`src/rtl/mips_muldiv.sv`:
```
// Iterative MIPS multiply/divide unit owning the HI/LO registers.
// One radix-2 step per cycle: shift-add multiply, restoring divide.
module mips_muldiv #(
  parameter int WIDTH = 32
) (
  input  logic             clk,
  input  logic             rst_b,
  input  logic             start,
  input  logic [1:0]       op,
  input  logic [WIDTH-1:0] rs_data,
  input  logic [WIDTH-1:0] rt_data,
  input  logic             hi_en,
  input  logic             lo_en,
  output logic [WIDTH-1:0] hi_out,
  output logic [WIDTH-1:0] lo_out,
  output logic             busy,
  output logic             done
);

  localparam int CW = (WIDTH > 1) ? $clog2(WIDTH) : 1;

  typedef enum logic [1:0] {IDLE = 2'd0, RUN = 2'd1, FIN = 2'd2} state_t;

  state_t               state_r;
  logic [1:0]           op_r;
  logic                 neg_q_r;
  logic                 neg_rem_r;
  logic [WIDTH-1:0]     opnd_r;
  logic [2*WIDTH-1:0]   acc_r;
  logic [CW-1:0]        cnt_r;
  logic [WIDTH-1:0]     hi_r;
  logic [WIDTH-1:0]     lo_r;
  logic                 busy_r;
  logic                 done_r;

  logic                 rs_neg_s;
  logic                 rt_neg_s;
  logic [WIDTH-1:0]     rs_mag_s;
  logic [WIDTH-1:0]     rt_mag_s;
  logic [WIDTH:0]       mul_sum_s;
  logic [WIDTH:0]       div_shift_s;
  logic [WIDTH:0]       div_diff_s;
  logic                 q_bit_s;
  logic [2*WIDTH-1:0]   step_s;
  logic [2*WIDTH-1:0]   prod_s;
  logic [WIDTH-1:0]     quot_s;
  logic [WIDTH-1:0]     rem_s;

  // Operand magnitudes, one datapath step, and final sign correction
  always_comb begin
    rs_neg_s    = ~op[0] & rs_data[WIDTH-1];
    rt_neg_s    = ~op[0] & rt_data[WIDTH-1];
    rs_mag_s    = rs_neg_s ? (~rs_data + {{(WIDTH-1){1'b0}}, 1'b1}) : rs_data;
    rt_mag_s    = rt_neg_s ? (~rt_data + {{(WIDTH-1){1'b0}}, 1'b1}) : rt_data;

    mul_sum_s   = {1'b0, acc_r[2*WIDTH-1:WIDTH]} +
                  {1'b0, (acc_r[0] ? opnd_r : {WIDTH{1'b0}})};
    // A zero divisor always "fits", giving an all-ones quotient and |rs| remainder
    div_shift_s = {acc_r[2*WIDTH-1:WIDTH], acc_r[WIDTH-1]};
    div_diff_s  = div_shift_s - {1'b0, opnd_r};
    q_bit_s     = (div_shift_s >= {1'b0, opnd_r});

    if (op_r[1]) begin
      step_s = {(q_bit_s ? div_diff_s[WIDTH-1:0] : div_shift_s[WIDTH-1:0]),
                acc_r[WIDTH-2:0], q_bit_s};
    end else begin
      step_s = {mul_sum_s, acc_r[WIDTH-1:1]};
    end

    prod_s = neg_q_r ? (~acc_r + {{(2*WIDTH-1){1'b0}}, 1'b1}) : acc_r;
    quot_s = neg_q_r ? (~acc_r[WIDTH-1:0] + {{(WIDTH-1){1'b0}}, 1'b1})
                     : acc_r[WIDTH-1:0];
    rem_s  = neg_rem_r ? (~acc_r[2*WIDTH-1:WIDTH] + {{(WIDTH-1){1'b0}}, 1'b1})
                       : acc_r[2*WIDTH-1:WIDTH];
  end

  // Control FSM, iteration datapath and HI/LO registers
  always_ff @(posedge clk) begin
    if (!rst_b) begin
      state_r   <= IDLE;
      op_r      <= 2'd0;
      neg_q_r   <= 1'b0;
      neg_rem_r <= 1'b0;
      opnd_r    <= {WIDTH{1'b0}};
      acc_r     <= {(2*WIDTH){1'b0}};
      cnt_r     <= {CW{1'b0}};
      hi_r      <= {WIDTH{1'b0}};
      lo_r      <= {WIDTH{1'b0}};
      busy_r    <= 1'b0;
      done_r    <= 1'b0;
    end else begin
      done_r <= 1'b0;
      case (state_r)
        IDLE: begin
          if (start) begin
            op_r      <= op;
            neg_rem_r <= op[1] & rs_neg_s;
            neg_q_r   <= (rs_neg_s ^ rt_neg_s) & ~(op[1] & (rt_data == {WIDTH{1'b0}}));
            opnd_r    <= op[1] ? rt_mag_s : rs_mag_s;
            acc_r     <= {{WIDTH{1'b0}}, (op[1] ? rs_mag_s : rt_mag_s)};
            cnt_r     <= {CW{1'b0}};
            busy_r    <= 1'b1;
            state_r   <= RUN;
          end else begin
            if (hi_en) hi_r <= rs_data;
            if (lo_en) lo_r <= rs_data;
          end
        end
        RUN: begin
          acc_r <= step_s;
          cnt_r <= cnt_r + {{(CW-1){1'b0}}, 1'b1};
          if (cnt_r == CW'(WIDTH-1)) state_r <= FIN;
        end
        FIN: begin
          if (op_r[1]) begin
            hi_r <= rem_s;
            lo_r <= quot_s;
          end else begin
            hi_r <= prod_s[2*WIDTH-1:WIDTH];
            lo_r <= prod_s[WIDTH-1:0];
          end
          busy_r  <= 1'b0;
          done_r  <= 1'b1;
          state_r <= IDLE;
        end
        default: begin
          busy_r  <= 1'b0;
          state_r <= IDLE;
        end
      endcase
    end
  end

  assign hi_out = hi_r;
  assign lo_out = lo_r;
  assign busy   = busy_r;
  assign done   = done_r;

endmodule

```
`config.mk`:
```
export PLATFORM = sky130hd
export DESIGN_NAME = mips_muldiv
export DESIGN_NICKNAME = d
export VERILOG_FILES = /design/src/rtl/mips_muldiv.sv
export SDC_FILE = /design/constraint.sdc
export NUM_CORES = 1
export LEC_CHECK = 0
export CORE_UTILIZATION = 30
export DETAILED_ROUTE_END_ITERATION = 16
export DONT_BUFFER_PORTS = 1
export PLACE_DENSITY = 0.55
export SYNTH_ARGS = -nofsm -noshare
export SYNTH_HDL_FRONTEND = slang
export SYNTH_SLANG_ARGS = --single-unit
```
`constraint.sdc`:
```
create_clock -name clk -period 3.1 [get_ports clk]
set_input_delay 0.465 -clock clk [delete_from_list [all_inputs] [get_ports clk]]
set_output_delay 0.465 -clock clk [all_outputs]
set_load 0.05 [all_outputs]
```
==> results of run 1 <==
## cell type report
| type | count | area [um^2] |
|---|---|---|
| inverters | 71 | 268 |
| well taps | 615 | 769 |
| flip-flops and latches | 172 | 3450 |
| clock buffers | 18 | 439 |
| clock inverters | 14 | 146 |
| fillers | 4984 | 30900 |
| repair buffers | 176 | 1360 |
| multi-input cells | 1568 | 10400 |
## kinds of logic after synthesis
group | Yosys count | synth area share (%)
AOI/OAI and AO/OA | 720 | 32.5
and+or+nand+nor | 564 | 18.9
buffers and inverters | 203 | 5.40
DFF | 172 | 23.7
xor gates and xnor gates | 170 | 10.2
adders and majority gates | 72 | 6.30
muxes | 42 | 2.96
## layer usage
layer	wire length (um)	vias to the layer above
met5	0	-
met4	2400	0
met3	6060	110
met2	27800	879
met1	28200	7601
li1	-	7345
## cell usage after synthesis, types with 37 or more instances
master / count
sky130_fd_sc_hd__nand3_1: 39
sky130_fd_sc_hd__o22ai_1: 55
sky130_fd_sc_hd__nor2_1: 161
sky130_fd_sc_hd__nor3_1: 39
sky130_fd_sc_hd__dfxtp_1: 172
sky130_fd_sc_hd__ha_1: 70
sky130_fd_sc_hd__o21ai_0: 104
sky130_fd_sc_hd__xor2_1: 66
sky130_fd_sc_hd__nand2_1: 153
sky130_fd_sc_hd__inv_1: 70
sky130_fd_sc_hd__o211ai_1: 38
sky130_fd_sc_hd__clkbuf_1: 110
sky130_fd_sc_hd__xnor2_1: 104
sky130_fd_sc_hd__a21oi_1: 174
sky130_fd_sc_hd__a211oi_1: 37
sky130_fd_sc_hd__a22oi_1: 69
## per-stage QoR
step / area [um^2] / hold WS, ns
after floorplan: 14500 / 0.432
after global placement: 16200 / 0.446
after detailed placement: 16200 / 0.448
after CTS: 16800 / 0.127
after global routing: 16900 / 0.119
final: 16900 / 0.128
## worst max path at each step
stage / endpoint / start / cells past startpoint / slack [ns]
2_1_floorplan: acc_r[61] / acc_r[0] / 13 / 0.12
3_3_place_gp: opnd_r[24] / rs_data[1] / 10 / -0.06
3_5_place_dp: opnd_r[24] / rs_data[1] / 10 / -0.05
4_1_cts: acc_r[62] / acc_r[0] / 13 / 0.004
5_1_grt: acc_r[61] / acc_r[0] / 13 / -0.03
6_report: hi_out[25] / acc_r[37] / 8 / 0.11
## worst reg2reg max path: stages, from the launching register on
cell	delay, ns
sky130_fd_sc_hd__dfxtp_1	0.44
sky130_fd_sc_hd__or4_1	0.65
sky130_fd_sc_hd__or3_1	0.38
sky130_fd_sc_hd__or3b_1	0.42
sky130_fd_sc_hd__a21oi_1	0.20
sky130_fd_sc_hd__o21bai_1	0.18
sky130_fd_sc_hd__a31oi_1	0.13
sky130_fd_sc_hd__xnor2_1	0.32
sky130_fd_sc_hd__o22ai_1	0.13
## power groups by stage
stage	Clock, mW	Combinational [mW]	Sequential (mW)
floorplan	0	1.54	2.62
global placement	0	2.42	2.65
detailed placement	0	2.43	2.66
CTS	2.25	2.44	2.61
global route	2.33	2.69	2.63
finish	2.25	2.52	2.61
## flip-flops by register name (all words and copies together) (netlist names)
signal,flops
acc_r,64
busy,1
cnt_r,5
done,1
hi_out,32
lo_out,32
neg_q_r,1
neg_rem_r,1
op_r,1
opnd_r,32
state_r,2
## what timing repair did
action | CTS | global route
resized for setup | 1 | 31
pin swaps | 1 | 9
setup endpoints to repair | 1 | 29
endpoints found under the hold margin | 0 | 0
## cell usage in the layout, fill, tap and decap left out, drive strengths merged, types with 10 or more instances in the layout
| master | n |
|---|---|
| and3 | 16 |
| a31oi | 34 |
| xor2 | 66 |
| a21o | 31 |
| o31ai | 25 |
| nor2 | 162 |
| or3 | 27 |
| nand3 | 39 |
| xnor2 | 104 |
| a211oi | 38 |
| a22oi | 69 |
| nor2b | 24 |
| nor4 | 16 |
| buf | 176 |
| nor3 | 43 |
| and2 | 10 |
| nand4 | 19 |
| nand2b | 17 |
| clkbuf | 18 |
| o41ai | 11 |
| o21a | 11 |
| o22ai | 55 |
| nand2 | 154 |
| inv | 76 |
| a211o | 13 |
| o21bai | 18 |
| o211ai | 38 |
| dfxtp | 172 |
| mux2i | 34 |
| ha | 70 |
| a21oi | 174 |
| o21ai | 126 |
==> results.md, run 1 <==
- The flow ran to the end, and the final reports show no timing, DRC or antenna violations.
- For this configuration, the core starts out at a cell density of 30.5%.
- The die is 222 um wide.
- The met1 track utilization from global routing is 34.9%.
- The first TritonRoute pass finished after 7 iterations.
- The net count after synthesis is 2,086.
- The terminus of the critical flop-to-flop path is hi_out[25].
- Yosys printed 0 warnings.
- The fraction of power spent switching nets is 40.0%.
- Setup total negative slack on the finished layout was measured at 0 ns.
- The required time of the critical path is 3.43 ns.
- The met2 demand-to-capacity share in global routing is 38.8%.
- The number of DRC violations after detailed-routing iteration 0 is 1,763.
- Setup repair after global routing could not meet its margin everywhere.
- Of the total power, registers draw 35.4%.
- The height of the die is 222 um.
- After detailed routing, the number of remaining DRC violations is 0.
- The startpoint identified for the worst register-to-register timing path is acc_r[37].
- The hold path startpoint is rst_b.
- The fraction of final layout cells sized beyond drive strength 1 is 13.8%.
- The worst-case IR drop observed on VDD is 0.306 mV.
- The arrival time at the worst endpoint is 3.32 ns.
- The number of endpoints with negative hold slack in the final report is 0.
- The total area inside the core boundary comes to 47,700 um^2.
- The sum of overflow across all layers after global routing is 0.
- The maximum single-stage delay on the critical path is 0.64 ns.
- Max-cap violations in this run came to 0.
- The met3 global-route usage is 5.54%.
- The final period demand of the worst path is 2.99 ns.
- The critical path contains buffers and inverters numbering 0 combined.
- The global routing stage identified its most utilized layer as met2.
- The clock insertion delay at the later pin of the skew report is 0.47 ns.
- The synthesized design devotes to its leading area cell type 23.7% of total area.
- Dividing the detail-routed wire length by the instance count gives 24.5 um.
- The number of buffers added to fix hold violations after cts is 0.
- The clock-pin slew reported for the worst setup and hold paths after clock tree synthesis is 0.09 ns.
- The power share of the combinational group is 34.1%.
- Row generation in the floorplan step produced 80 rows.
- After clock tree synthesis, the setup repair step added 0 buffers.
- The number of vias after detailed routing is 15,900.
- Broken down by cell family, the worst path's largest delay share belongs to simple AND/OR/NAND/NOR gates.
- The maximum buffer depth of the clock tree is 2.
- The area growth from synthesis to layout is 16.0%.
- At the end of routability-driven placement, the weighted congestion stood at 1.01.
- The number of placed instances, taps included is 2,602.
- The number of I/O port buffers is 0.
- The relative max-transition margin is 39.5%.
- The slowest stage of the critical path belongs to the cell sky130_fd_sc_hd__or4_1.
- Yosys mapped a number of flops with a built-in enable equal to 0.
- Before CTS, the worst setup slack after placement is -0.0518 ns.
- The path class of the lowest-slack min-delay path is in -> reg.
- The global-route usage over all layers is 25.4%.
- The number of instances on the worst hold path is 1.
- 137 I/O pins were placed.
- The root buffer cell chosen for the clock tree is sky130_fd_sc_hd__clkbuf_16.
- The mean number of vias per cell is 6.05.
- The total CTS buffers is 17.
- The sequential cell area fraction in the yosys report is 23.7%.
- The cell-internal power is 4.43 mW.
- After legalization and detailed placement, the total HPWL measured 50,700 um.
- The via count of the first global-routing pass was 14,700.
- The number of antenna violations at the first check in global routing is 0.
- The proportion of register bits with asynchronous set or reset after synthesis is 0%.
- The number of max-slew violations in the final report came to 0.
- The number of cells in the finished layout apart from fillers is 2,634.
- The power per cell area is 437 nW/um^2.
- For this design the static power due to leakage is 6.57 nW.
- The final antenna diode count is 0.
- The final layout contains 2,149 nets.
- The count of unique library cells instantiated by Yosys is 88.
- Of the total power, the clock network draws 30.5%.
- The clock tree from TritonCTS is yes.
- The total power consumption of the routed design is 7.38 mW.
- For the pin with the worst max-slew slack, the measured transition is 0.906 ns.
- Of all nets on the critical path, the largest fanout is 6.
- STA classifies the critical path startpoint as a flip-flop.
- The first global-routing pass estimated 95,400 um of wire.
- The number of register bits inferred by synthesis is 172.
- The worst path uses 96.5% of the clock period.
- Walking the worst path, the cells encountered are or4_1 > or3_1 > or3b_1 > a21oi_1 > o21bai_1 > a31oi_1 > xnor2_1 > o22ai_1.
- STA classifies the critical path endpoint as a flip-flop.
- In the synthesized netlist the dominant register cell turns out to be sky130_fd_sc_hd__dfxtp_1.
- The total wirelength of the detailed-routed design is 64,500 um.
- The clock arrives with 0.0192 ns of skew.
- The analysis attributes to net switching a power of 2.95 mW.
- The H-tree was split into 4 levels.
- Each instance of the synthesized netlist takes up on average 7.49 um^2.
- By area the synthesized netlist is led by sky130_fd_sc_hd__dfxtp_1 24%, sky130_fd_sc_hd__xnor2_1 6.3%, sky130_fd_sc_hd__ha_1 6.0%.
- The number of routed nets with antenna violations is 0.
- The worst register-to-register path has a depth of 8.
- The cell taking the most area after synthesis is sky130_fd_sc_hd__dfxtp_1.
- The sink of the worst hold path is acc_r[0].
- The area of the die is 49,400 um^2.
- The post-synthesis cell count is 1,943.
- The synthesized cell area is 14,500 um^2.
- The setup path with the least slack is of type reg -> reg.
- The tree built by TritonCTS fans out to 172 sinks.
- Across all register-to-register paths, the minimum setup slack is 0.11 ns.
- The final worst slack is 0.109 ns.
- The final number of setup-violating endpoints is 0.
- The final core utilization is 35.3%.
- The pin count of the biggest net entering global routing is 70.
- The maximum achievable frequency is 334 MHz.
(Power assumes the default switching activity.)
==> run 2: changes to the inputs <==
--- a/config.mk
+++ b/config.mk
@@ -5,6 +5,7 @@
 export SDC_FILE = /design/constraint.sdc
 export NUM_CORES = 1
 export LEC_CHECK = 0
+export CORE_MARGIN = 4
 export CORE_UTILIZATION = 30
 export DETAILED_ROUTE_END_ITERATION = 16
 export DONT_BUFFER_PORTS = 1
==> run 2 against run 1 <==
  * The flow now finishes with violations (setup timing)
  * First-iteration DRC count up 2.9%
  * Worst hold slack better by 0.0034 ns
  * Clock skew about the same
  * Non-clock buffer count up 21
  * Sequential share of layout area down 0.14 points
  * Total power down 1.1%
  * Critical path depth up 4
  * Combinational power about the same
  * Largest power group unchanged
  * Count of clock-buffer cells in the layout up 1
  * Highest routed layer unchanged
==> results.md, run 2 (same netlist as run 1, synthesis figures left out) <==
- The sum of overflow across all layers after global routing is 0 (unchanged).
- The number of buffers added to fix hold violations after cts came to 0 (unchanged).
- The net count of the finished layout is 2,170 (+0.98%).
- The height of the die is 228 um (+2.7%).
- The most critical setup path has its endpoint at acc_r[53].
- The worst setup path is captured at a flip-flop.
- The final RePlAce weighted congestion is 0.985 (-2.0%).
- The maximum buffer depth of the clock tree is 2 (unchanged).
- The layout filler cell count is 5,062 (+1.6%).
- The flip-flop count of the largest register, all copies and words added was 64 (unchanged).
- The pin count of the biggest net entering global routing came to 94 (+34%).
- The count of standard-cell rows was 80 (unchanged).
- The floorplan die width is 228 um (+2.7%).
- The number of vias after detailed routing is 16,000 (+0.11%).
- The global-route usage over all layers is 23.5% (-1.9 points).
- The terminus of the critical flop-to-flop path is acc_r[53].
- The final worst slack is -0.000539 ns (-0.110 ns).
- The global routing stage identified its most utilized layer as met2.
- The number of I/O port buffers is 0 (unchanged).
- The total CTS buffers came to 17 (unchanged).
- The core outline area is 47,800 um^2 (+0.21%).
- The met1 track utilization from global routing is 32.7% (-2.2 points).
- The buffer type at the clock tree root is sky130_fd_sc_hd__clkbuf_16.
- The area of the die came to 52,100 um^2 (+5.5%).
- The mean number of vias per cell is 6.01 (-0.72%).
- The largest register by flop count is acc_r.
- The post-placement worst setup slack is -0.0765 ns (-0.0247 ns).
- The met2 demand-to-capacity share in global routing is 36.2% (-2.6 points).
- The number of antenna violations at the first check in global routing is 1 (+1).
- The flow ran to the end, but the final reports show violations.
- The via count of the first global-routing pass is 14,800 (+0.57%).
- The initial core utilization is 30.4% (-0.064 points).
- The total wirelength of the detailed-routed design came to 64,000 um (-0.73%).
- The setup total negative slack is -0.000539 ns (-0.000539 ns).
- The number of DRC violations after detailed-routing iteration 0 was 1,815 (+2.9%).
- The first-pass iteration count of the detailed router is 7 (unchanged).
- The total power consumption of the routed design is 7.30 mW (-1.1%).
- The maximum achievable frequency is 323 MHz (-3.5%).
- The clock tree from TritonCTS is yes.
- STA classifies the critical path startpoint as a flip-flop.
- The maximum vdd drop is 0.368 mV (+20%).
- The final HPWL from detailed placement is 51,200 um (+0.98%).
- The arrival time at the worst endpoint is 3.44 ns (+0.12 ns).
- The cell with the largest stage delay on the worst path is sky130_fd_sc_hd__dfxtp_1.
- The reported max-cap violation count is 0 (unchanged).
- The clock-pin slew reported for the worst setup and hold paths after clock tree synthesis is 0.08 ns (about the same).
- The global-route wire length before repair is 95,400 um (about the same).
- The measured slew at the worst slew-check pin was 1.08 ns (+0.170 ns).
- The power per cell area is 429 nW/um^2 (-1.8%).
- The area of combinational cells with multiple inputs is 10,400 um^2 (-0.17%).
- The area of placed instances is 16,300 um^2 (+0.84%).
- The relative max-transition margin came to 28.0% (-11 points).
- The critical register-to-register path startpoint is acc_r[32].
- The final period demand of the worst path was 3.10 ns (+0.110 ns).
- The met3 global-route usage was 4.13% (-1.4 points).
- The final instance area is 17,000 um^2 (+0.76%).
- The leakage dissipation was 6.65 nW (+1.2%).
- The number of max-slew violations in the final report was 0 (unchanged).
- The final number of setup-violating endpoints is 1 (+1).
- The average routed wire per standard cell is 24.1 um (-1.6%).
- The top cell types in the final layout, fill and taps aside, are 194 x sky130_fd_sc_hd__buf_4, 171 x sky130_fd_sc_hd__a21oi_1, 166 x sky130_fd_sc_hd__dfxtp_1, 160 x sky130_fd_sc_hd__nor2_1, 151 x sky130_fd_sc_hd__nand2_1.
- The worst-case clock skew was 0.0190 ns (-0.000229 ns).
- The maximum single-stage delay on the critical path was 0.48 ns (-0.16 ns).
- The share of the clock period used by the worst path after layout is 100% (+3.5 points).
- The DRC violation count after routing is 0 (unchanged).
- The critical path in this run is classified as reg -> reg.
- Walking the worst path, the cells encountered are ha_1 > inv_1 > fa_1 > nand2b_1 > a21oi_2 > o2111ai_1 > buf_4 > a211oi_1 > o31ai_1 > a21oi_1 > nand3b_1 > o211ai_1.
- The register-to-register setup slack was -0.0005 ns (-0.11 ns).
- The required time of the critical path is 3.43 ns (about the same).
- The final reports fail on setup timing.
- The worst hold margin is 0.131 ns (+0.00345 ns).
- The count of pins on the block boundary is 137 (unchanged).
- The number of routed nets with antenna violations came to 0 (unchanged).
- The layout overhead on the synthesized area is 16.9%.
- The fraction of final layout cells sized beyond drive strength 1 is 14.4% (+0.64 points).
- The number of clock sinks is 172 (unchanged).
- The critical path starts at acc_r[32].
- Leaving out fill and tap cells, the most frequent cell in the layout is sky130_fd_sc_hd__buf_4.
- The register cell area after layout is 3450 um^2 (about the same).
- The maximum level of the CTS H-tree was 4 (unchanged).
- The path class of the lowest-slack min-delay path is in -> reg.
- The clock insertion delay at the later pin of the skew report is 0.46 ns (about the same).
- The maximum fanout along the worst path is 5 (-1).
- The number of endpoints with negative hold slack in the final report is 0 (unchanged).
- The length in cells of the worst reg-to-reg path is 12 (+4).
[run 2: layout make-up]
type                    instances  share of cell area, %
clock inverters                13                  0.780
repair buffers                197                   8.92
flip-flops and latches        172                   20.3
inverters                      71                   1.59
clock buffers                  19                   2.55
diodes                          1                 0.0147
multi-input cells            1568                   61.3
well taps                     615                   4.53
[run 2: critical path: cells and delay by family, from the launching register on]
family / cells / cell delay [ns]
compound gates: 6 / 1.19
fa+ha+maj: 2 / 0.68
buf+inv: 2 / 0.26
flops: 1 / 0.48
simple gates: 2 / 0.37
[run 2: repair_timing]
action                                  4_1_cts  5_1_grt
pin swaps                                     0        4
endpoints found under the setup margin        2       33
resized for setup                             3       28
setup buffers                                 0        3
[run 2: worst min path at each step]
| stage | cells after the start | end | from | slack (ns) |
|---|---|---|---|---|
| 6_report | 1 | acc_r[0] | rst_b | 0.13 |
| 5_1_grt | 1 | acc_r[0] | rst_b | 0.13 |
| 4_1_cts | 1 | acc_r[0] | rst_b | 0.14 |
| 3_5_place_dp | 2 | opnd_r[10] | opnd_r[10] | 0.45 |
| 3_3_place_gp | 2 | opnd_r[7] | opnd_r[7] | 0.44 |
| 2_1_floorplan | 2 | opnd_r[10] | opnd_r[10] | 0.43 |
[run 2: routing by layer]
layer | part of all wire, % | vias to the layer above
li1 | - | 7396
met1 | 44 | 7598
met2 | 43 | 850
met3 | 8.9 | 109
met4 | 4.2 | 0
met5 | 0 | -
[run 2: report_power, final]
group          switching, mW  internal [mW]
Combinational           1.51           1.02
Clock                   1.04           1.13
Sequential             0.256           2.34
Total                   2.80           4.49
[run 2: metrics by stage]
stage          util, %  cells
6_report          35.5   2656
4_1_cts           35.3   2652
2_1_floorplan        -   1943
5_1_grt           35.5   2655
3_5_place_dp      34.1   2620
3_3_place_gp      34.1   2620
